File: src/rtl/bf2_exmem.sv
// bf2_exmem: EX/MEM pipeline register with valid/ready handshake.
// Holds the 84-bit EX-stage payload (WB/M control, ALU result and zero flag,
// store data, destination register, branch target) for the MEM stage.
// Build option BF2_SKID_EN: adds a skid entry (capacity 2) so inReady_BF2
// comes straight from a flop. Without it the stage holds one entry and
// inReady_BF2 is combinational from outReady_BF2.
// Flush drops every held entry. The stall counter is not cleared by flush;
// only reset clears it.
module bf2_exmem (
    input  logic        clk_BF2,
    input  logic        rst_BF2,
    input  logic [2:0]  wbIn_BF2,
    input  logic [2:0]  mIn_BF2,
    input  logic [31:0] aluRes_BF2,
    input  logic        zero_BF2,
    input  logic [31:0] storeData_BF2,
    input  logic [4:0]  wrReg_BF2,
    input  logic [7:0]  brAddr_BF2,
    input  logic        inValid_BF2,
    output logic        inReady_BF2,
    output logic        outValid_BF2,
    input  logic        outReady_BF2,
    input  logic        flush_BF2,
    output logic [2:0]  wbBF2,
    output logic [2:0]  mBF2,
    output logic [31:0] aluResBF2,
    output logic        zeroBF2,
    output logic [31:0] storeDataBF2,
    output logic [4:0]  wrRegBF2,
    output logic [7:0]  brAddrBF2,
    output logic [15:0] stallCntBF2
);

    // m bits: [0] MemRead, [1] MemWrite, [2] Branch
    typedef struct packed {
        logic [2:0]  wb;
        logic [2:0]  m;
        logic [31:0] alu;
        logic        zero;
        logic [31:0] sd;
        logic [4:0]  wr;
        logic [7:0]  br;
    } pay_t;

    pay_t        in_pl;
    pay_t        main_q;
    logic        main_vld;
    logic        accept;
    logic        issue;
    logic [15:0] stall_q;

    assign in_pl  = {wbIn_BF2, mIn_BF2, aluRes_BF2, zero_BF2,
                     storeData_BF2, wrReg_BF2, brAddr_BF2};
    assign accept = inValid_BF2 & inReady_BF2;
    assign issue  = main_vld & outReady_BF2;

`ifdef BF2_SKID_EN
    pay_t skid_q;
    logic skid_vld;

    // skid_vld is a flop, so upstream ready never sees outReady_BF2
    assign inReady_BF2 = ~skid_vld;

    // Main/skid update: refill main from skid first, otherwise from input;
    // park the input in skid when main is held.
    always_ff @(posedge clk_BF2) begin
        if (rst_BF2) begin
            main_vld <= 1'b0;
            skid_vld <= 1'b0;
            main_q   <= '0;
            skid_q   <= '0;
        end else if (flush_BF2) begin
            main_vld <= 1'b0;
            skid_vld <= 1'b0;
        end else if (!main_vld || issue) begin
            if (skid_vld) begin
                // inReady_BF2 is low here, so no accept can collide
                main_q   <= skid_q;
                main_vld <= 1'b1;
                skid_vld <= 1'b0;
            end else begin
                main_vld <= accept;
                if (accept)
                    main_q <= in_pl;
            end
        end else if (accept) begin
            skid_q   <= in_pl;
            skid_vld <= 1'b1;
        end
    end

    // skid only ever fills behind a held main entry
    a_skid_behind_main: assert property (@(posedge clk_BF2) disable iff (rst_BF2)
        skid_vld |-> main_vld);
`else
    // single entry: ready when empty or draining this cycle
    assign inReady_BF2 = ~main_vld | outReady_BF2;

    // Main update: load on accept, otherwise drop the entry once issued.
    always_ff @(posedge clk_BF2) begin
        if (rst_BF2) begin
            main_vld <= 1'b0;
            main_q   <= '0;
        end else if (flush_BF2) begin
            main_vld <= 1'b0;
        end else if (!main_vld || issue) begin
            main_vld <= accept;
            if (accept)
                main_q <= in_pl;
        end
    end
`endif

    // Saturating count of back-pressured cycles; flush does not touch it.
    always_ff @(posedge clk_BF2) begin
        if (rst_BF2)
            stall_q <= '0;
        else if (main_vld && !outReady_BF2 && stall_q != 16'hFFFF)
            stall_q <= stall_q + 16'd1;
    end

    // control is gated to zero on a bubble so MEM never sees a stray write;
    // data fields hold whatever the last entry left behind
    assign outValid_BF2 = main_vld;
    assign wbBF2        = main_vld ? main_q.wb : 3'b000;
    assign mBF2         = main_vld ? main_q.m  : 3'b000;
    assign aluResBF2    = main_q.alu;
    assign zeroBF2      = main_q.zero;
    assign storeDataBF2 = main_q.sd;
    assign wrRegBF2     = main_q.wr;
    assign brAddrBF2    = main_q.br;
    assign stallCntBF2  = stall_q;

    // held payload must not move while the consumer stalls
    a_hold_stable: assert property (@(posedge clk_BF2) disable iff (rst_BF2 || flush_BF2)
        (main_vld && !outReady_BF2) |=> (main_vld && $stable(main_q)));

endmodule

File: config.mk
export PLATFORM = sky130hd
export DESIGN_NAME = bf2_exmem
export DESIGN_NICKNAME = d
export VERILOG_FILES = /design/src/rtl/bf2_exmem.sv
export SDC_FILE = /design/constraint.sdc
export NUM_CORES = 1
export LEC_CHECK = 0
export ABC_AREA = 1
export BUFFER_PORTS_ARGS = -buffer_cell sky130_fd_sc_hd__buf_2
export CAP_MARGIN = 20
export CORE_ASPECT_RATIO = 0.75
export CORE_MARGIN = 4
export CORE_UTILIZATION = 43
export DETAILED_ROUTE_END_ITERATION = 10
export GPL_TIMING_DRIVEN = 0
export PLACE_DENSITY = 0.86
export SYNTH_ARGS = -nofsm -noshare
export SYNTH_HDL_FRONTEND = slang
export SYNTH_SLANG_ARGS = --single-unit
export TNS_END_PERCENT = 50
File: constraint.sdc
create_clock -name clk_BF2 -period 1.4 [get_ports clk_BF2]
set_clock_uncertainty 0.05 [all_clocks]
set_input_delay 0.07 -clock clk_BF2 [delete_from_list [all_inputs] [get_ports clk_BF2]]
set_output_delay 0.07 -clock clk_BF2 [all_outputs]
set_load 0.05 [all_outputs]
==> impl_results.md <==
- Outcome: finished with violations
- Failing checks: setup timing
- Global Route Usage Sum: 24.5%
- Die H: 96.7 um
- Worst r2r src: stallCntBF2[0]
- Area contributors post-synth: dfxtp_1 45%, nor2_1 17%, buf_4 14%, o21ai_0 9.7%, nand2_1 3.8%
- Starting Density: 44.0%
- Post-detail-place hpwl: 9330 um
- Area growth syn-to-layout: 57.6%
- Tmin final: 1.43 ns
- Setup TNS: -0.0327 ns
- Clock sink count: 101
- Clk Latency, worst-skew pair: 0.33 ns
- Post-route DRC: 0
- Ys flop type: dfxtp_1
- Hold Path Cell Cnt: 4
- Final net count: 992
- Setup crit end kind: flip-flop
- Kind of critical path: reg2reg
- RSZ-0062 raised after global routing: true
- PwrDens: 1040 mW/mm2
- DR vias: 4,977
- IO Pins: 191
- Clk root buf: clkbuf_16
- Commonest cells in the synthesized netlist: 208 x nor2_1, 101 x dfxtp_1, 87 x o21ai_0
- Rows: 32
- Yosys top cell area share: 44.8%
- Post-synthesis cell type count: 24
- Synthesized area per cell: 7.39 um2
- Final Max Tran Viols: 0
- Yosys top cell by area: dfxtp_1
- Required @ worst endpoint: 1.62 ns
- DIE WIDTH: 126 um
- Worst Path Arrival: 1.64 ns
- Max_slew headroom: 60.3%
- Crit path launch type: flip-flop
- Mapped cell area: 0.00451 mm2
- Part of the cycle the worst path needs: 102%
- Wire per inst: 14.8 um
- Htree depth: 3
- Worst vdd ir: 0.763 mV
- Vias in the first global route: 4,925
- DP Worst Slack: -0.0972 ns
- First-pass GRT wire length: 24,400 um
- CTS Buffer Depth: 2
- Detailed Route WL: 15,500 um
- Final Worst Setup Slack: -0.0264 ns
- Pleak: 3.48 nW
- Post-Syn Nets: 700
- Initial antenna violation count: 1
- Final ANT Viol Nets: 0
- IO buf count: 190
- Worst Hold Launch: outReady_BF2
- Final setup violation count: 2
- Layout cell share with drive strength beyond 1: 40.1%
- Type of the worst min-delay path: in2reg
- Synth Register Bits: 101
- EDFF count, synth: 0
- Sequential share of the synthesized area: 44.8%
- Largest net degree at the start of global routing: 18
- Final Hold Viols: 0
- Avg Vias per Cell: 4.76
- DRT iter0 DRCs: 246
- Syn Inst Count: 610
- Maxcap violations: 0
- CTS tree: built
- Core ar.: 0.0102 mm2
- Router iterations before antenna repair: 4
- Cell with the most instances after synthesis: nor2_1
- Grt ovf: 0
- Critical path origin: stallCntBF2[0]
- Routability-driven placement congestion ratio: 0.806
- Maximum clock rate: 701 MHz
- Die footprint: 0.0122 mm2
- Asr flop ratio synth: 0%
- CP max FO: 5
- YS warnings: 0
- Num CTS Buffers: 9
- Worst-margin pin slew: 0.596 ns
- Clk pin slew, worst setup/hold paths: 0.07 ns
- R2R depth: 9
-- sequential cells by signal (all words and copies together) (netlist names) --
name          cells
aluResBF2        32
storeDataBF2     32
stallCntBF2      16
brAddrBF2         8
main_q            6
wrRegBF2          5
outValid_BF2      1
zeroBF2           1
-- critical path: stages, from the launching register on --
cell and delay, ns:
dfxtp_4 0.38, ha_4 0.14, inv_4 0.04, nor2_4 0.20, nand2_2 0.11, nor2_4 0.15
nor2_2 0.07, nand2_1 0.07, nand2_1 0.05, nor2_1 0.09
-- power by group --
group          switching, mW  total [mW]  internal [mW]  leakage [nW]
Clock                   1.10        2.48           1.38         0.143
Combinational           1.07        1.77          0.701          2.49
Sequential            0.0975        3.11           3.02         0.843
-- per-stage QoR --
stage	hold WS (ns)	instance area, um2	utilization (%)	cells	total power, mW
floorplan	0.0830	4580	-	610	4.27
global placement	0.195	5700	55.6	936	4.63
detailed placement	0.212	5700	55.6	936	4.65
CTS	0.0640	6900	67.3	1039	7.31
global route	0.129	7110	69.3	1044	7.66
finish	0.105	7110	69.3	1045	7.36
-- kinds of logic (layout without fill, tap and decap cells) --
group	Yosys count	in the layout	share of synthesized area, %
buffers and inverters	131	428	18.6
AOI/OAI and AO/OA	95	95	10.6
and+or+nand+nor	282	282	25.7
DFF	101	101	44.8
other	0	2	0
adders and majority gates	1	1	0.277
-- cell usage in the layout, fill, tap and decap left out, types with 14 or more instances in the layout --
master,synthesis,routed
nor2_1,208,201
buf_2,9,192
dlygate4sd3_1,0,87
buf_4,84,85
dfxtp_1,101,84
o21ai_0,87,55
nand2_1,46,46
o21ai_1,0,29
inv_1,21,19
dfxtp_4,0,14
-- worst paths after layout --
kind,to,slack [ns]
max,stallCntBF2[0],-0.03
min,outValid_BF2,0.11
max reg2reg,stallCntBF2[0],-0.03
min reg2reg,main_q[80],0.43
-- per-layer routing --
| metal | GRT usage, % | vias up | wire (um) |
|---|---|---|---|
| li1 | - | 2431 | - |
| met1 | 28.9 | 2268 | 6080 |
| met2 | 42.3 | 236 | 7830 |
| met3 | 7.51 | 42 | 1230 |
| met4 | 8.41 | 0 | 333 |
| met5 | 0 | - | 0 |
-- repair_timing --
| action | 4_1_cts | 5_1_grt |
|---|---|---|
| buffers inserted | 0 | 4 |
| endpoints found under the hold margin | 86 | 0 |
| hold buffers | 87 | 0 |
| gates cloned | 0 | 1 |
| pin swaps | 0 | 13 |
| resized for setup | 16 | 75 |
| endpoints found under the setup margin | 45 | 96 |
-- layout make-up --
type,count,area [um2]
antenna,2,5.00
buffer,106,797
clock buffer,11,264
clock inverter,5,41.3
fill,781,3140
inverter,24,98.8
multi-input combinational,378,1790
sequential,101,2080
tap,136,170
timing repair buffer,282,1870
Power figures use the tool's default switching activity.
